File: src/rtl/demux_1_to_n.sv
// -----------------------------------------------------------------------------
// demux_1_to_n
//
// Registered 1-to-N demultiplexer with valid/ready handshakes. A single input
// word stream is steered into one of NUM_OUT output channels. Each channel
// owns a one-entry holding register, so a stalled consumer blocks only the
// words addressed to its own channel.
//
// Handshake semantics (input and every output channel): a transfer happens
// on a rising edge where valid && ready are both high. in_ready is
// combinational from in_sel, out_ready and the channel state. It never
// depends on in_valid. The upstream source keeps in_valid, in_sel and in_data
// stable while it is stalled.
//
// Parameters:
//   WIDTH    data width in bits
//   NUM_OUT  number of output channels, 2..2**SEL_W
//   SEL_W    width of the channel select
//
// Ports:
//   clk        clock; all state updates on the rising edge
//   reset      synchronous, active-high reset
//   in_valid   input word present
//   in_ready   block accepts the input word this cycle
//   in_sel     destination channel index
//   in_data    input word
//   out_valid  bit k: channel k holds a word
//   out_ready  bit k: consumer k takes the word this cycle
//   out_data   channel k word in bits [k*WIDTH +: WIDTH]
//   drop       one-cycle pulse after an out-of-range select was accepted
//   out_count  (DEMUX_COUNT_EN only) 8-bit wrapping output-transfer counter
//              per channel, channel k in bits [k*8 +: 8]
//
// Build option:
//   DEMUX_COUNT_EN  adds out_count and the per-channel counters.
// -----------------------------------------------------------------------------
module demux_1_to_n #(
    parameter int WIDTH   = 8,
    parameter int NUM_OUT = 4,
    parameter int SEL_W   = 2
) (
    input  logic                       clk,
    input  logic                       reset,
    input  logic                       in_valid,
    output logic                       in_ready,
    input  logic [SEL_W-1:0]           in_sel,
    input  logic [WIDTH-1:0]           in_data,
    output logic [NUM_OUT-1:0]         out_valid,
    input  logic [NUM_OUT-1:0]         out_ready,
    output logic [NUM_OUT*WIDTH-1:0]   out_data,
    output logic                       drop
`ifdef DEMUX_COUNT_EN
    ,
    output logic [NUM_OUT*8-1:0]       out_count
`endif
);

    // Number of addressable select values; may exceed NUM_OUT.
    localparam int NSEL = 1 << SEL_W;
    localparam logic [SEL_W:0] NUM_OUT_W = (SEL_W+1)'(NUM_OUT);

    logic [NUM_OUT-1:0]       full_q, full_d;
    logic [NUM_OUT*WIDTH-1:0] data_q, data_d;
    logic                     drop_q, drop_d;

    // Channel state padded to every select value so in_sel can index it
    // directly, even when it points past the last real channel.
    logic [NSEL-1:0]          full_ext;
    logic [NSEL-1:0]          ready_ext;

    logic                     sel_in_range;
    logic                     in_xfer;
    logic [NUM_OUT-1:0]       load;
    logic [NUM_OUT-1:0]       out_xfer;

    assign sel_in_range = ({1'b0, in_sel} < NUM_OUT_W);

    always_comb begin
        full_ext                = '0;
        ready_ext               = '0;
        full_ext[NUM_OUT-1:0]   = full_q;
        ready_ext[NUM_OUT-1:0]  = out_ready;
    end

    // A full channel can still accept when its consumer drains in the same
    // edge. Out-of-range words are always accepted so they can be discarded.
    always_comb begin
        if (sel_in_range) begin
            in_ready = !full_ext[in_sel] || ready_ext[in_sel];
        end else begin
            in_ready = 1'b1;
        end
    end

    assign in_xfer = in_valid && in_ready;

    always_comb begin
        full_d   = full_q;
        data_d   = data_q;
        load     = '0;
        out_xfer = '0;
        for (int k = 0; k < NUM_OUT; k++) begin
            out_xfer[k] = full_q[k] && out_ready[k];
            load[k]     = in_xfer && sel_in_range && (in_sel == SEL_W'(k));
            // A load wins over a drain, so drain+reload keeps the channel full.
            full_d[k]   = load[k] || (full_q[k] && !out_xfer[k]);
            if (load[k]) begin
                data_d[k*WIDTH +: WIDTH] = in_data;
            end
        end
        drop_d = in_xfer && !sel_in_range;
    end

    always_ff @(posedge clk) begin
        if (reset) begin
            full_q <= '0;
            data_q <= '0;
            drop_q <= 1'b0;
        end else begin
            full_q <= full_d;
            data_q <= data_d;
            drop_q <= drop_d;
        end
    end

    assign out_valid = full_q;
    assign out_data  = data_q;
    assign drop      = drop_q;

`ifdef DEMUX_COUNT_EN
    logic [NUM_OUT*8-1:0] count_q, count_d;

    always_comb begin
        count_d = count_q;
        for (int k = 0; k < NUM_OUT; k++) begin
            count_d[k*8 +: 8] = count_q[k*8 +: 8] + {7'b0, out_xfer[k]};
        end
    end

    always_ff @(posedge clk) begin
        if (reset) begin
            count_q <= '0;
        end else begin
            count_q <= count_d;
        end
    end

    assign out_count = count_q;
`endif

endmodule

File: config.mk
export PLATFORM = sky130hd
export DESIGN_NAME = demux_1_to_n
export DESIGN_NICKNAME = d
export VERILOG_FILES = /design/src/rtl/demux_1_to_n.sv
export SDC_FILE = /design/constraint.sdc
export NUM_CORES = 1
export LEC_CHECK = 0
export ABC_AREA = 1
export BUFFER_PORTS_ARGS = -buffer_cell sky130_fd_sc_hd__buf_2
export CORE_UTILIZATION = 47
export DETAILED_ROUTE_END_ITERATION = 8
export GPL_TIMING_DRIVEN = 0
export PLACE_DENSITY_LB_ADDON = 0.2
export SETUP_SLACK_MARGIN = 0.3
export SYNTH_ARGS = -nofsm -noshare
export SYNTH_HDL_FRONTEND = slang
export SYNTH_SLANG_ARGS = --single-unit
File: constraint.sdc
create_clock -name clk -period 1.2 [get_ports clk]
set_clock_uncertainty 0.05 [all_clocks]
set_input_delay 0.24 -clock clk [delete_from_list [all_inputs] [get_ports clk]]
set_output_delay 0.24 -clock clk [all_outputs]
set_load 0.005 [all_outputs]
==> impl_metrics.toml <==
[outcome]
status = "finished with violations"
failed_checks = "setup timing"

[grt]
overflow = 0
grt_max_degree = 11
grt_pass1_wl_um = 6950
grt_usage_pct = 21.1
grt_pass1_vias = 1616
antenna_found_initial = 0

[critical_path]
worstPathMaxFanout = 2
worstSetupPathType = "flop to primary output"
crit_start = "out_valid[0]"
crit_chain = "nand2_1 -> nand2_1 -> nand2_1 -> nand2_2 -> nand2_8 -> buf_6 -> buf_6"
crit_arrival_ns = 1.20
path_buf_inv = 2
slowest_stage = "dfxtp_2"
crit_cells = 7
end_kind = "primary output"
start_kind = "flop"
worst-r2r-cell-count = 10
r2r-start = "out_valid[0]"
critical_path.max_stage_delay_ns = 0.34
required_ns = 0.91
critical_path.most_common_cell = "nand2_1"
path_delay_family = "flip-flops"

[hold_path]
min_path_type = "input port to flop"
hold_start = "reset"
hold_depth = 2

[route]
route.detailed.drc = 0
wl_um = 4470
drtPass1Iterations = 4
top_layer_used = "met4"
route.met2.wl_um = 2210
drt-initial-drc-count = 111
wl_per_cell_um = 11.1
wl_met1_um = 1900
drtAntennaViolNets = 0
routed_via_density = 4.57
vias = 1847
dr_wl_met3_um = 269

[pwr]
p_clk_share_pct = 33.1
finalPower_mw = 2.72
p_comb_share_pct = 18.9
p_leak_nw = 1.39
ir_drop_mv = 0.784
p_per_area_mw_per_mm2 = 1070
p_switching_mw = 0.758
switching_share_pct = 27.9
intPower_mw = 1.96
p_seq_share_pct = 48.0

[sta]
period_minus_slack_ns = 1.49
worst_slack_ns = -0.290
hold_ws_ns = 0.118
final-setup-viol-count = 37
fin_setup_tns_ns = -6.83
max_freq_ghz = 0.671
finalCritPeriodShare_pct = 124
drv_slew = 0
rsz0062_at_grt = "true"
hold_viol = 0

[final_layout]
antenna_cells = 0
final_cells = 404
fin_util_pct = 63.6
area_delta_synth_final_pct = 30.4
finalNetCount = 370
mostFrequentLayoutCells = "nand2_1, inv_1, buf_2"
drive_gt1_share_pct = 35.0
n_fill_cell = 389

[die]
fp.coreArea_sq_mm = 0.00400
num_rows = 23
dieArea_sq_mm = 0.00441
die_h_um = 66.4
start_util_pct = 48.8
ios = 55
die_w_um = 66.4

[clock_tree]
cts_sinks = 36
clkSlewWorstSetupHoldPaths_ns = 0.07
insertion_delay_ns = 0.29
clk_path_buf_depth = 2
cts_buffers = 5
htreeDepth = 2
root_buffer = "clkbuf_8"
tritoncts = "yes"

[run]
max_cap_viol_count = 0

[synth]
syn-num-nets = 308
yosysSeqAreaShare_pct = 36.9
synth_cell_types = 22
synth_seq_cells = 36
syn_area_per_cell_sq_um = 6.70
synthesis.instances = 291
yosysWarnings = 0
syn-cell-area_sq_mm = 0.00195

[placed_design]
port_buffers = 50
gp_congestion = 0.806
dp_cells = 391
dp_hpwl_um = 3150
==> power groups by stage <==
stage | Clock, mW | Combinational [mW] | Sequential, mW
after floorplan | 0 | 0.318 | 1.32
after detailed placement | 0 | 0.474 | 1.32
after global routing | 0.951 | 0.578 | 1.31
after CTS | 0.906 | 0.491 | 1.30
final | 0.900 | 0.515 | 1.31
after global placement | 0 | 0.465 | 1.31
==> worst reg2reg max path, cell delays in order (launching register included) <==
cell and delay (ns):
dfxtp_2 0.33, nand2_1 0.05, nand2_1 0.05, nand2_1 0.07, nand2_2 0.09, nand2_8 0.07, buf_4 0.21, buf_6 0.16
nand4_1 0.08, nand2_1 0.10, nor2_1 0.05
==> cell usage after synthesis (all sizes together) <==
cell type / number / area (sq um)
inv: 79 / 299
nand3: 7 / 95.1
nand2: 82 / 344
conb: 1 / 3.75
a21oi: 4 / 20.0
buf: 10 / 80.1
nor2: 36 / 173
dfxtp: 36 / 721
clkinv: 1 / 3.75
nand4: 32 / 200
clkbuf: 3 / 11.3
==> layer usage <==
metal	vias up	global-route usage [%]
met5	-	0
met2	60	34.8
met1	797	26.0
met3	9	4.14
met4	0	10.1
li1	981	-
==> final timing paths <==
path,end,slack (ns)
setup / recovery,in_ready,-0.29
hold / removal,out_valid[1],0.12
setup reg to reg,out_data[24],-0.23
hold reg to reg,out_valid[1],0.43
==> metrics by stage <==
| stage | area [sq um] | setup slack, ns |
|---|---|---|
| finish | 2540 | -0.290 |
| detailed placement | 2280 | -0.233 |
| CTS | 2450 | -0.256 |
| global placement | 2280 | -0.230 |
| floorplan | 1960 | -0.0932 |
| global route | 2540 | -0.335 |
==> registers in the layout, indices dropped and copies added (netlist names) <==
| register | count |
|---|---|
| out_valid | 4 |
| out_data | 32 |
==> cell type report <==
class,instances,area (sq um),area share (%)
Buffer,13,104,4.08
Clock buffer,8,90.1,3.54
Inverter,80,303,11.9
Multi-Input combinational cell,162,836,32.9
Sequential cell,36,766,30.1
Tap cell,50,62.6,2.46
Timing Repair Buffer,55,383,15.1
==> timing repair <==
action / CTS / global route
buffers inserted: 4 / 1
setup endpoints to repair: 73 / 73
hold buffers: 0 / 0
cloned: 0 / 0
resized for setup: 35 / 17
pin swaps: 4 / 3
==> cells by family (layout without fill, tap and decap cells) <==
logic type             count (synthesis)  count (layout)  share of synthesized area [%]
other                                  1               1                          0.192
AO/OA/AOI/OAI                          4               4                           1.03
AND/OR/NAND/NOR                      157             157                           41.6
flip-flops                            36              36                           36.9
buffers and inverters                 93             156                           20.2
(Power assumes the default switching activity.)
